`config.mk`:
```
export PLATFORM = sky130hd
export DESIGN_NAME = sram_mem_ctrl_flat
export DESIGN_NICKNAME = d
export VERILOG_FILES = /design/src/rtl/sram_mem_ctrl_pkg.sv /design/src/rtl/sram_mem_ctrl_if.sv /design/src/rtl/sram_mem_ctrl.sv /design/src/flat_wrapper.sv
export SDC_FILE = /design/constraint.sdc
export NUM_CORES = 1
export LEC_CHECK = 0
export CORE_MARGIN = 10
export CORE_UTILIZATION = 53
export CTS_BUF_LIST = sky130_fd_sc_hd__clkbuf_8
export DETAILED_ROUTE_END_ITERATION = 12
export PLACE_DENSITY = 0.93
export SYNTH_ARGS = -nofsm -noshare
export SYNTH_HDL_FRONTEND = slang
export SYNTH_SLANG_ARGS = --single-unit
export TNS_END_PERCENT = 50
```
`constraint.sdc`:
```
create_clock -name clk -period 7.6 [get_ports clk]
set_clock_uncertainty 0.2 [all_clocks]
set_input_delay 1.14 -clock clk [delete_from_list [all_inputs] [get_ports clk]]
set_output_delay 1.14 -clock clk [all_outputs]
set_load 0.005 [all_outputs]
```
`src/rtl/sram_mem_ctrl_pkg.sv`:
```
// Shared types and defaults for the MEM-stage SRAM controller: FSM state
// encodings, default geometry/timing and a small state-decode helper.
package sram_mem_ctrl_pkg;

  typedef enum logic [1:0] {
    ST_IDLE = 2'd0,
    ST_LO   = 2'd1,
    ST_HI   = 2'd2,
    ST_DONE = 2'd3
  } state_e;

  localparam int          DEFAULT_ADDR_W      = 18;
  localparam int          DEFAULT_WAIT_CYCLES = 1;
  localparam logic [31:0] DEFAULT_BASE_ADDR   = 32'd1024;

  // True while a half-word phase is on the SRAM bus.
  function automatic logic in_phase(state_e s);
    return (s == ST_LO) || (s == ST_HI);
  endfunction

endpackage

```
`src/rtl/sram_mem_ctrl_if.sv`:
```
// Bundles the CPU-side load/store handshake and the external SRAM pins.
// master = core + SRAM device side, slave = the controller.
interface sram_mem_ctrl_if
  import sram_mem_ctrl_pkg::*;
#(
  parameter int ADDR_W = DEFAULT_ADDR_W
);

  logic              mem_read;
  logic              mem_write;
  logic [31:0]       address;
  logic [31:0]       wdata;
  logic [31:0]       rdata;
  logic              ready;
  logic [ADDR_W-1:0] sram_addr;
  logic [15:0]       sram_dq_out;
  logic [15:0]       sram_dq_in;
  logic              sram_dq_oe;
  logic              sram_we_n;

  modport master (
    output mem_read, mem_write, address, wdata, sram_dq_in,
    input  rdata, ready, sram_addr, sram_dq_out, sram_dq_oe, sram_we_n
  );

  modport slave (
    input  mem_read, mem_write, address, wdata, sram_dq_in,
    output rdata, ready, sram_addr, sram_dq_out, sram_dq_oe, sram_we_n
  );

endinterface

```
`src/rtl/sram_mem_ctrl.sv`:
```
// MEM-stage data-memory controller: 32-bit loads/stores as two 16-bit phases
// on an async SRAM. Optional SRAM_POSTED_WRITE_EN adds a one-entry posted store buffer.
module sram_mem_ctrl
  import sram_mem_ctrl_pkg::*;
#(
  parameter int          ADDR_W      = DEFAULT_ADDR_W,
  parameter int          WAIT_CYCLES = DEFAULT_WAIT_CYCLES,
  parameter logic [31:0] BASE_ADDR   = DEFAULT_BASE_ADDR
) (
  input  logic           clk,
  input  logic           rst,
  sram_mem_ctrl_if.slave bus
);

  localparam int               CNT_W    = (WAIT_CYCLES > 0) ? $clog2(WAIT_CYCLES + 1) : 1;
  localparam logic [CNT_W-1:0] CNT_LAST = CNT_W'(WAIT_CYCLES);

  state_e            state, state_n;
  logic [CNT_W-1:0]  cnt, cnt_n;
  logic              request;
  logic              last;

  logic              wr_q;
  logic [31:0]       addr_q;
  logic [31:0]       wdata_q;
  logic [15:0]       lo_buf;

  logic              cur_wr;
  logic [31:0]       cur_addr;
  logic [31:0]       cur_wdata;
  logic [31:0]       offset;
  logic [ADDR_W-1:0] lo_addr;
  logic [ADDR_W-1:0] hi_addr;
  logic              unused_offset;

  logic [31:0]       rdata_q;
  logic [ADDR_W-1:0] sram_addr_q;
  logic [15:0]       dq_out_q;
  logic              dq_oe_q;
  logic              we_n_q;
  logic              ready_c;

  assign request = bus.mem_read | bus.mem_write;
  assign last    = (cnt == CNT_LAST);

  // In IDLE the request is taken straight from the bus so the first phase
  // can be set up on the accepting edge; afterwards the latched copy is used.
  assign cur_wr    = (state == ST_IDLE) ? bus.mem_write : wr_q;
  assign cur_addr  = (state == ST_IDLE) ? bus.address   : addr_q;
  assign cur_wdata = (state == ST_IDLE) ? bus.wdata     : wdata_q;

  assign offset        = cur_addr - BASE_ADDR;
  assign lo_addr       = {offset[ADDR_W:2], 1'b0};
  assign hi_addr       = {offset[ADDR_W:2], 1'b1};
  assign unused_offset = ^{offset[31:ADDR_W+1], offset[1:0]};

  // NOTE: every always_comb output gets a default first so no path infers a latch.
  always_comb begin
    state_n = state;
    cnt_n   = cnt;
    unique case (state)
      ST_IDLE: if (request) begin
        state_n = ST_LO;
        cnt_n   = '0;
      end
      ST_LO: if (last) begin
        state_n = ST_HI;
        cnt_n   = '0;
      end else begin
        cnt_n   = cnt + CNT_W'(1);
      end
      ST_HI: if (last) begin
        state_n = ST_DONE;
        cnt_n   = '0;
      end else begin
        cnt_n   = cnt + CNT_W'(1);
      end
      ST_DONE: state_n = ST_IDLE;
      default: state_n = ST_IDLE;
    endcase
  end

  // NOTE: sequential state uses non-blocking assignments only, so every flop
  // samples pre-edge values regardless of block ordering.
  always_ff @(posedge clk) begin
    if (rst) begin
      state <= ST_IDLE;
      cnt   <= '0;
    end else begin
      state <= state_n;
      cnt   <= cnt_n;
    end
  end

  // NOTE: request holding registers and the low-half read buffer are pure
  // datapath, always written before use, so they carry no reset.
  always_ff @(posedge clk) begin
    if (state == ST_IDLE && request) begin
      wr_q    <= bus.mem_write;
      addr_q  <= bus.address;
      wdata_q <= bus.wdata;
    end
    if (state == ST_LO && last && !wr_q) begin
      lo_buf <= bus.sram_dq_in;
    end
  end

  // SRAM pins are registered from the next state, so they line up with the phase cycles.
  always_ff @(posedge clk) begin
    if (rst) begin
      rdata_q     <= '0;
      sram_addr_q <= '0;
      dq_out_q    <= '0;
      dq_oe_q     <= 1'b0;
      we_n_q      <= 1'b1;
    end else begin
      if (state_n == ST_LO) begin
        sram_addr_q <= lo_addr;
        if (cur_wr) dq_out_q <= cur_wdata[15:0];
      end else if (state_n == ST_HI) begin
        sram_addr_q <= hi_addr;
        if (cur_wr) dq_out_q <= cur_wdata[31:16];
      end
      dq_oe_q <= cur_wr & in_phase(state_n);
      we_n_q  <= ~(cur_wr & in_phase(state_n) & (cnt_n != CNT_LAST));
      if (state == ST_HI && last && !wr_q) begin
        rdata_q <= {bus.sram_dq_in, lo_buf};
      end
    end
  end

`ifdef SRAM_POSTED_WRITE_EN
  logic posted_q;

  always_ff @(posedge clk) begin
    if (rst) begin
      posted_q <= 1'b0;
    end else if (state == ST_IDLE && request) begin
      posted_q <= bus.mem_write;
    end else if (state == ST_DONE) begin
      posted_q <= 1'b0;
    end
  end

  // A posted store is released immediately; anything queued behind it waits for the drain.
  always_comb begin
    ready_c = 1'b0;
    if (state == ST_IDLE) begin
      ready_c = ~request | bus.mem_write;
    end else if (posted_q) begin
      ready_c = ~request;
    end else begin
      ready_c = (state == ST_DONE);
    end
  end
`else
  always_comb begin
    ready_c = 1'b0;
    if (state == ST_IDLE) ready_c = ~request;
    if (state == ST_DONE) ready_c = 1'b1;
  end
`endif

  assign bus.rdata       = rdata_q;
  assign bus.ready       = ready_c;
  assign bus.sram_addr   = sram_addr_q;
  assign bus.sram_dq_out = dq_out_q;
  assign bus.sram_dq_oe  = dq_oe_q;
  assign bus.sram_we_n   = we_n_q;

endmodule

```
`src/flat_wrapper.sv`:
```
// flat-port wrapper written by rule: the top's interface ports become plain ports
module sram_mem_ctrl_flat import sram_mem_ctrl_pkg::*;
#(
  parameter int          ADDR_W      = DEFAULT_ADDR_W,
  parameter int          WAIT_CYCLES = DEFAULT_WAIT_CYCLES,
  parameter logic [31:0] BASE_ADDR   = DEFAULT_BASE_ADDR
)
  (clk, rst, bus_mem_read, bus_mem_write, bus_address, bus_wdata, bus_sram_dq_in, bus_rdata, bus_ready, bus_sram_addr, bus_sram_dq_out, bus_sram_dq_oe, bus_sram_we_n);
  sram_mem_ctrl_if #(.ADDR_W(ADDR_W)) bus_i ();
  input  logic clk;
  input  logic rst;
  input wire logic [$bits(bus_i.mem_read)-1:0] bus_mem_read;
  input wire logic [$bits(bus_i.mem_write)-1:0] bus_mem_write;
  input wire logic [$bits(bus_i.address)-1:0] bus_address;
  input wire logic [$bits(bus_i.wdata)-1:0] bus_wdata;
  input wire logic [$bits(bus_i.sram_dq_in)-1:0] bus_sram_dq_in;
  output wire logic [$bits(bus_i.rdata)-1:0] bus_rdata;
  output wire logic [$bits(bus_i.ready)-1:0] bus_ready;
  output wire logic [$bits(bus_i.sram_addr)-1:0] bus_sram_addr;
  output wire logic [$bits(bus_i.sram_dq_out)-1:0] bus_sram_dq_out;
  output wire logic [$bits(bus_i.sram_dq_oe)-1:0] bus_sram_dq_oe;
  output wire logic [$bits(bus_i.sram_we_n)-1:0] bus_sram_we_n;
  assign bus_i.mem_read = bus_mem_read;
  assign bus_i.mem_write = bus_mem_write;
  assign bus_i.address = bus_address;
  assign bus_i.wdata = bus_wdata;
  assign bus_i.sram_dq_in = bus_sram_dq_in;
  assign bus_rdata = bus_i.rdata;
  assign bus_ready = bus_i.ready;
  assign bus_sram_addr = bus_i.sram_addr;
  assign bus_sram_dq_out = bus_i.sram_dq_out;
  assign bus_sram_dq_oe = bus_i.sram_dq_oe;
  assign bus_sram_we_n = bus_i.sram_we_n;
  sram_mem_ctrl #(.ADDR_W(ADDR_W), .WAIT_CYCLES(WAIT_CYCLES), .BASE_ADDR(BASE_ADDR)) u_core (.clk(clk), .rst(rst), .bus(bus_i));
endmodule
```
==> flow_summary_export.csv, run 1 <==
group,metric,value,unit
critical_path,crit_end,"bus_ready",
die,rows,36,
detailed_routing,via_per_inst,5.43,
detailed_routing,wl,13500,um
cts,tritoncts,"built",
synthesis,synth_nets,526,
critical_path,reg2reg_setup_slack,3650,ps
critical_path,path_max_fanout,4,
critical_path,cp-start-kind,"input pin",
synthesis,synth_commonest_cells,"nand2_1 (102), dfxtp_1 (71), edfxtp_1 (66)",
final_layout,final_cells,714,
synthesis,synth-edff-count,66,
critical_path,cp.depth,4,
critical_path,critical_path_class,"in2out",
synthesis,async_flop_share,0,
detailed_routing,ant_nets,0,
global_routing,grt_max_degree,69,
synthesis,postSynthCellCount,436,
critical_path,cp.required,6260,ps
synthesis,yosysWarnings,0,
sta,min_period_over_period,0.528,
detailed_routing,drtIter0Drc,304,
global_routing,gr-total-overflow,0,
detailed_routing,wl_per_cell,18.9,um
final_layout,fin_nets,658,
critical_path,crit_top_cell,"clkdlybuf4s50_1",
critical_path,cp-end-kind,"output port",
sta,finalHoldViolations,0,
die,fp.coreArea,9770,um^2
placement,portBuffers,137,
critical_path,worstPathArrival,2670,ps
sta,slew_violations,0,
sta,setup_tns,0,ps
final_layout,antennaDiodeCount,0,
die,die_h,120,um
critical_path,rr_endpoint,"u_core.bus.sram_addr[14]$_SDFFE_PP0P_",
sta,final-setup-viol-count,0,
cts,clockRootBuffer,"clkbuf_8",
global_routing,grt_pass1_wl,21400,um
final_layout,drive_gt1_frac,0.124,
sta,holdWs,258,ps
final_layout,syn_to_final_growth,34.4,%
outcome,status,"finished, final reports clean",
critical_path,r2r-start,"u_core.state[0]$_SDFF_PP0_",
job,maxCapViolations,0,
cts,holdBufCountCts,0,
detailed_routing,drc,0,
critical_path,max_stage_delay,540,ps
synthesis,yosysTopAreaCellShare,0.371,
critical_path,cp_cell_sequence,"clkdlybuf4s50_1 > nor2_1 > a21o_1 > clkdlybuf4s50_1",
detailed_routing,drt_pass1_iterations,6,
cts,path_clk_slew,90,ps
placement,hpwlAfterDp,9570,um
sta,slew_headroom,0.200,
synthesis,synthFlopType,"dfxtp_1",
global_routing,grt_pass1_vias,4067,
cts,htree_num_levels,4,
die,start_util,0.546,
cts,numCtsBuffers,17,
synthesis,synth.yosys.seq_area_share,0.638,
die,die_area,14500,um^2
critical_path,crit_family,"buffers and inverters",
die,die_w,120,um
sta,setup_slack,3590,ps
sta,fmax,249,MHz
critical_path,cp_num_buf_inv,2,
cts,cts.sinks,137,
power,p_per_area,357,nW/um^2
hold_path,min_delay_path_depth,2,
cts,cts_resized,0,
die,pin_count,153,
synthesis,synth-seq-cells,137,
power,peakVddDrop,254,uV
placement,dp.cells,682,
synthesis,synth_area_per_cell,12.2,um^2
cts,clk_latency,420,ps
global_routing,antenna_found_initial,0,
hold_path,hp-start,"u_core.bus.rdata[6]$_SDFFE_PP0P_",
synthesis,yosys.area.top_type,"edfxtp_1",
synthesis,yosysUniqueCellTypes,46,
global_routing,grt_use_total,0.185,
synthesis,netlist_top_cells_area,"edfxtp_1 (37%), dfxtp_1 (27%), nand2_1 (7.2%)",
detailed_routing,via_count,3878,
synthesis,synth_area,5340,um^2
power,leakagePower,2.50,nW
sta,rsz0062_at_grt,"false",
sta,tightest_slew,1200,ps
critical_path,crit_path_start,"bus_mem_write",
placement,place_ws,3130,ps
cts,cts_setup_buffers,0,
sta,min_period,4010,ps
synthesis,synth.most_common_cell,"nand2_1",
final_layout,final_core_util,0.734,
critical_path,reg2reg_depth,12,
final_layout,fillers,657,
placement,place_congestion,0.839,
cts,clock_path_buffers,2,
critical_path,slowest_stage,"clkdlybuf4s50_1",
hold_path,hp-class,"reg2reg",
-- cells by family (layout without fill, tap and decap cells) --
kind of cell    Yosys count  after routing  share of synthesized area
simple gates            143            143                      0.120
flops                   137            137                      0.638
compound gates           82             82                     0.0931
mux                      32             32                      0.101
buf+inv                  31            176                     0.0260
fa+ha+maj                 6              6                     0.0141
xor+xnor                  5              5                    0.00821
-- where the power goes --
group	leakage (nW)	internal, W	total, W	switching, W
combinational	1.09	0.000472	0.000926	0.000455
clock	0.196	0.000272	0.000579	0.000307
sequential	1.21	0.000973	0.00106	0.0000845
total	2.50	0.00172	0.00256	0.000846
-- flip-flops by register name, summed over array words and instances (netlist names) --
signal,cells
u_core.bus.rdata,32
u_core.wdata_q,32
u_core.bus.sram_addr,18
u_core.addr_q,17
u_core.bus.sram_dq_out,16
u_core.lo_buf,16
u_core.state,2
u_core.bus.sram_dq_oe,1
u_core.bus.sram_we_n,1
u_core.cnt,1
u_core.wr_q,1
-- layout by cell type, fill, tap and decap left out, types with 2 or more instances in the layout --
cell type and count:
inv_6 3, edfxtp_1 66, mux4_2 16, dfxtp_1 71
and3b_1 2, buf_4 3, nor2_1 20, inv_1 4
or3_1 3, inv_8 3, o221ai_1 2, mux2i_1 4
ha_1 5, nand2_1 102, clkbuf_8 17, nor2b_1 3
mux2_2 11, clkinv_4 4, a21o_1 2, xor2_1 4
a21oi_1 52, clkdlybuf4s50_1 136, nand2b_1 2, o21ai_0 4
clkinvlp_4 2, nor3_1 2, a22oi_1 11
-- worst min path at each step --
stage | endpoint | slack (ps)
3_5_place_dp | u_core.bus.sram_dq_out[10]$_SDFFE_PP0P_ | 250
6_report | u_core.bus.rdata[6]$_SDFFE_PP0P_ | 260
3_3_place_gp | u_core.bus.rdata[31]$_SDFFE_PP0P_ | 240
4_1_cts | u_core.bus.sram_dq_out[10]$_SDFFE_PP0P_ | 260
2_1_floorplan | u_core.bus.sram_addr[16]$_SDFFE_PP0P_ | 250
5_1_grt | u_core.bus.sram_dq_out[10]$_SDFFE_PP0P_ | 270
-- metal layers --
layer | vias up | GRT usage | routed length, um
met5 | - | 0 | 0
met4 | 0 | 0.0483 | 143
met3 | 13 | 0.0586 | 850
met2 | 139 | 0.337 | 7440
met1 | 1899 | 0.203 | 5030
li1 | 1827 | - | -
-- per-stage QoR --
stage,area (um^2),total power [W]
2_1_floorplan,5340,0.00165
4_1_cts,7170,0.00259
5_1_grt,7170,0.00272
6_report,7170,0.00256
3_5_place_dp,6780,0.00202
3_3_place_gp,6780,0.00197
-- tightest hold or removal path, stage by stage (launching register included) --
cell	delay (ps)
dfxtp_1	320
nand2_1	50
a21oi_1	50
-- layout make-up --
type	count	area, um^2	share of cell area
Clock inverter	15	161	0.0225
Tap cell	133	166	0.0232
Multi-Input combinational cell	268	1800	0.252
Sequential cell	137	3400	0.474
Timing Repair Buffer	140	1390	0.194
Inverter	4	15.0	0.00209
Clock buffer	17	234	0.0326
No activity file was read; power rests on OpenSTA's default activity.
==> run 2: changes to the inputs <==
Settings changed: CORE_UTILIZATION 53 to 44, PLACE_DENSITY 0.93 to 0.83.
Clock period 7.6 ns to 3.2 ns, I/O delays scaled along.
==> flow_summary_export.csv, run 2 (synthesis gave the netlist of run 1 again) <==
group,metric,value,unit
sta,min_period,2880,ps
sta,fmax,347,MHz
detailed_routing,wl,13300,um
sta,slew_headroom,0.517,
critical_path,cp_cell_sequence,"inv_1 > ha_2 > buf_4 > a21o_1 > clkdlybuf4s50_1",
cts,clockRootBuffer,"clkbuf_8",
detailed_routing,drt_pass1_iterations,4,
detailed_routing,via_count,3833,
placement,portBuffers,137,
power,peakVddDrop,576,uV
die,rows,40,
power,p_clk_frac,0.242,
critical_path,slowest_stage,"clkdlybuf4s50_1",
sta,tightest_slew,725,ps
sta,setup_slack,322,ps
cts,clk_latency,440,ps
critical_path,path_max_fanout,25,
global_routing,grt_pass1_vias,4060,
critical_path,cp-end-kind,"output port",
placement,place_congestion,0.798,
die,fp.coreArea,12000,um^2
sta,slew_violations,0,
die,pin_count,153,
power,p_switching,0.00195,W
critical_path,critical_path_class,"reg2out",
cts,cts_setup_buffers,0,
detailed_routing,wl_per_cell,18.1,um
sta,min_period_over_period,0.899,
final_layout,final_common_cell,"clkdlybuf4s50_1",
global_routing,grt_use_total,0.158,
power,seq_power_share,0.398,
detailed_routing,ant_nets,0,
detailed_routing,drtIter0Drc,256,
power,power_frac_comb,0.360,
die,die_w,130,um
critical_path,cp.required,2520,ps
detailed_routing,drc,0,
die,die_area,16900,um^2
global_routing,grt_max_degree,51,
cts,path_clk_slew,70,ps
cts,numCtsBuffers,17,
final_layout,fillers,923,
final_layout,antennaDiodeCount,0,
outcome,status,"finished, final reports clean",
sta,setup_tns,0,ps
global_routing,grt_pass1_wl,20600,um
cts,cts_resized,0,
placement,place_ws,83.2,ps
hold_path,hp-class,"reg2reg",
cts,clock_path_buffers,2,
power,p_per_area,868,nW/um^2
final_layout,fin_nets,665,
sta,rsz0062_at_grt,"false",
critical_path,max_stage_delay,550,ps
sta,final-setup-viol-count,0,
power,p_sw_frac,0.309,
global_routing,antenna_found_initial,0,
cts,htree_num_levels,4,
die,start_util,0.446,
power,p_int,0.00437,W
final_layout,syn_to_final_growth,36.5,%
power,leakagePower,2.56,nW
cts,tritoncts,"built",
die,die_h,130,um
critical_path,worstPathArrival,2200,ps
job,maxCapViolations,0,
final_layout,final_core_util,0.609,
placement,hpwlAfterDp,9540,um
final_layout,final_cell_mix,"clkdlybuf4s50_1 (136), nand2_1 (102), dfxtp_1 (71), edfxtp_1 (66), a21oi_1 (52)",
cts,holdBufCountCts,0,
cts,cts.sinks,137,
sta,finalHoldViolations,0,
detailed_routing,via_per_inst,5.21,
global_routing,gr-total-overflow,0,
critical_path,cp-start-kind,"flop",
final_layout,drive_gt1_frac,0.131,
## run 2: changes by cell type in the layout (fill, tap and decap cells not counted), moves of 2 or more
cell       before  now
bufinv_16       1    4
inv_8           3    0
clkinv_4        4    0
clkinv_2        1    3
buf_4           3   10
inv_1           4    6
clkbuf_8       17   19
## run 2: per-stage QoR
stage | cell area, um^2 | cells | hold WS, ps | power (W)
detailed placement | 6850 | 703 | 250 | 0.00484
global placement | 6850 | 703 | 239 | 0.00474
global route | 7280 | 735 | 284 | 0.00671
CTS | 7280 | 735 | 260 | 0.00639
finish | 7280 | 735 | 259 | 0.00632
floorplan | 5340 | 436 | 249 | 0.00391
## run 2: cell type report
class / instances / area, um^2 / share of cell area
Sequential cell: 137 / 3400 / 0.467
Multi-Input combinational cell: 268 / 1800 / 0.248
Timing Repair Buffer: 147 / 1440 / 0.198
Clock buffer: 19 / 262 / 0.0359
Tap cell: 147 / 184 / 0.0252
Clock inverter: 13 / 175 / 0.0240
Inverter: 4 / 15.0 / 0.00206
## run 2: critical path, delay by kind of cell, from the launching register on
family	cells	cell delay [ps]
flip-flops	1	360
adder cells (fa/ha/maj)	1	230
buffers and inverters	3	990
AO/OA/AOI/OAI	1	190
## run 2: power by group through the flow
| stage | clock, W | combinational, W | sequential [W] |
|---|---|---|---|
| after floorplan | 0 | 0.00138 | 0.00253 |
| after global placement | 0 | 0.00222 | 0.00252 |
| after detailed placement | 0 | 0.00229 | 0.00255 |
| after CTS | 0.00157 | 0.00231 | 0.00251 |
| after global routing | 0.00165 | 0.00251 | 0.00255 |
| final | 0.00153 | 0.00227 | 0.00252 |
## run 2: per-layer routing
layer	GRT usage	vias up	wire, um
met5	0	-	0
met4	0.0628	0	160
met3	0.0592	14	1010
met2	0.271	122	6860
met1	0.172	1861	5260
li1	-	1836	-
## run 2: path summary, 6_finish.rpt
kind                                                        start                               endpoint  slack, ps  cells after the start
worst min-delay path            u_core.bus.rdata[20]$_SDFFE_PP0P_      u_core.bus.rdata[20]$_SDFFE_PP0P_        260                      2
worst min register to register  u_core.bus.rdata[20]$_SDFFE_PP0P_      u_core.bus.rdata[20]$_SDFFE_PP0P_        260                      2
worst max-delay path                   u_core.state[1]$_SDFF_PP0_                              bus_ready        320                      5
worst max register to register         u_core.state[1]$_SDFF_PP0_  u_core.bus.sram_addr[14]$_SDFFE_PP0P_        330                     10
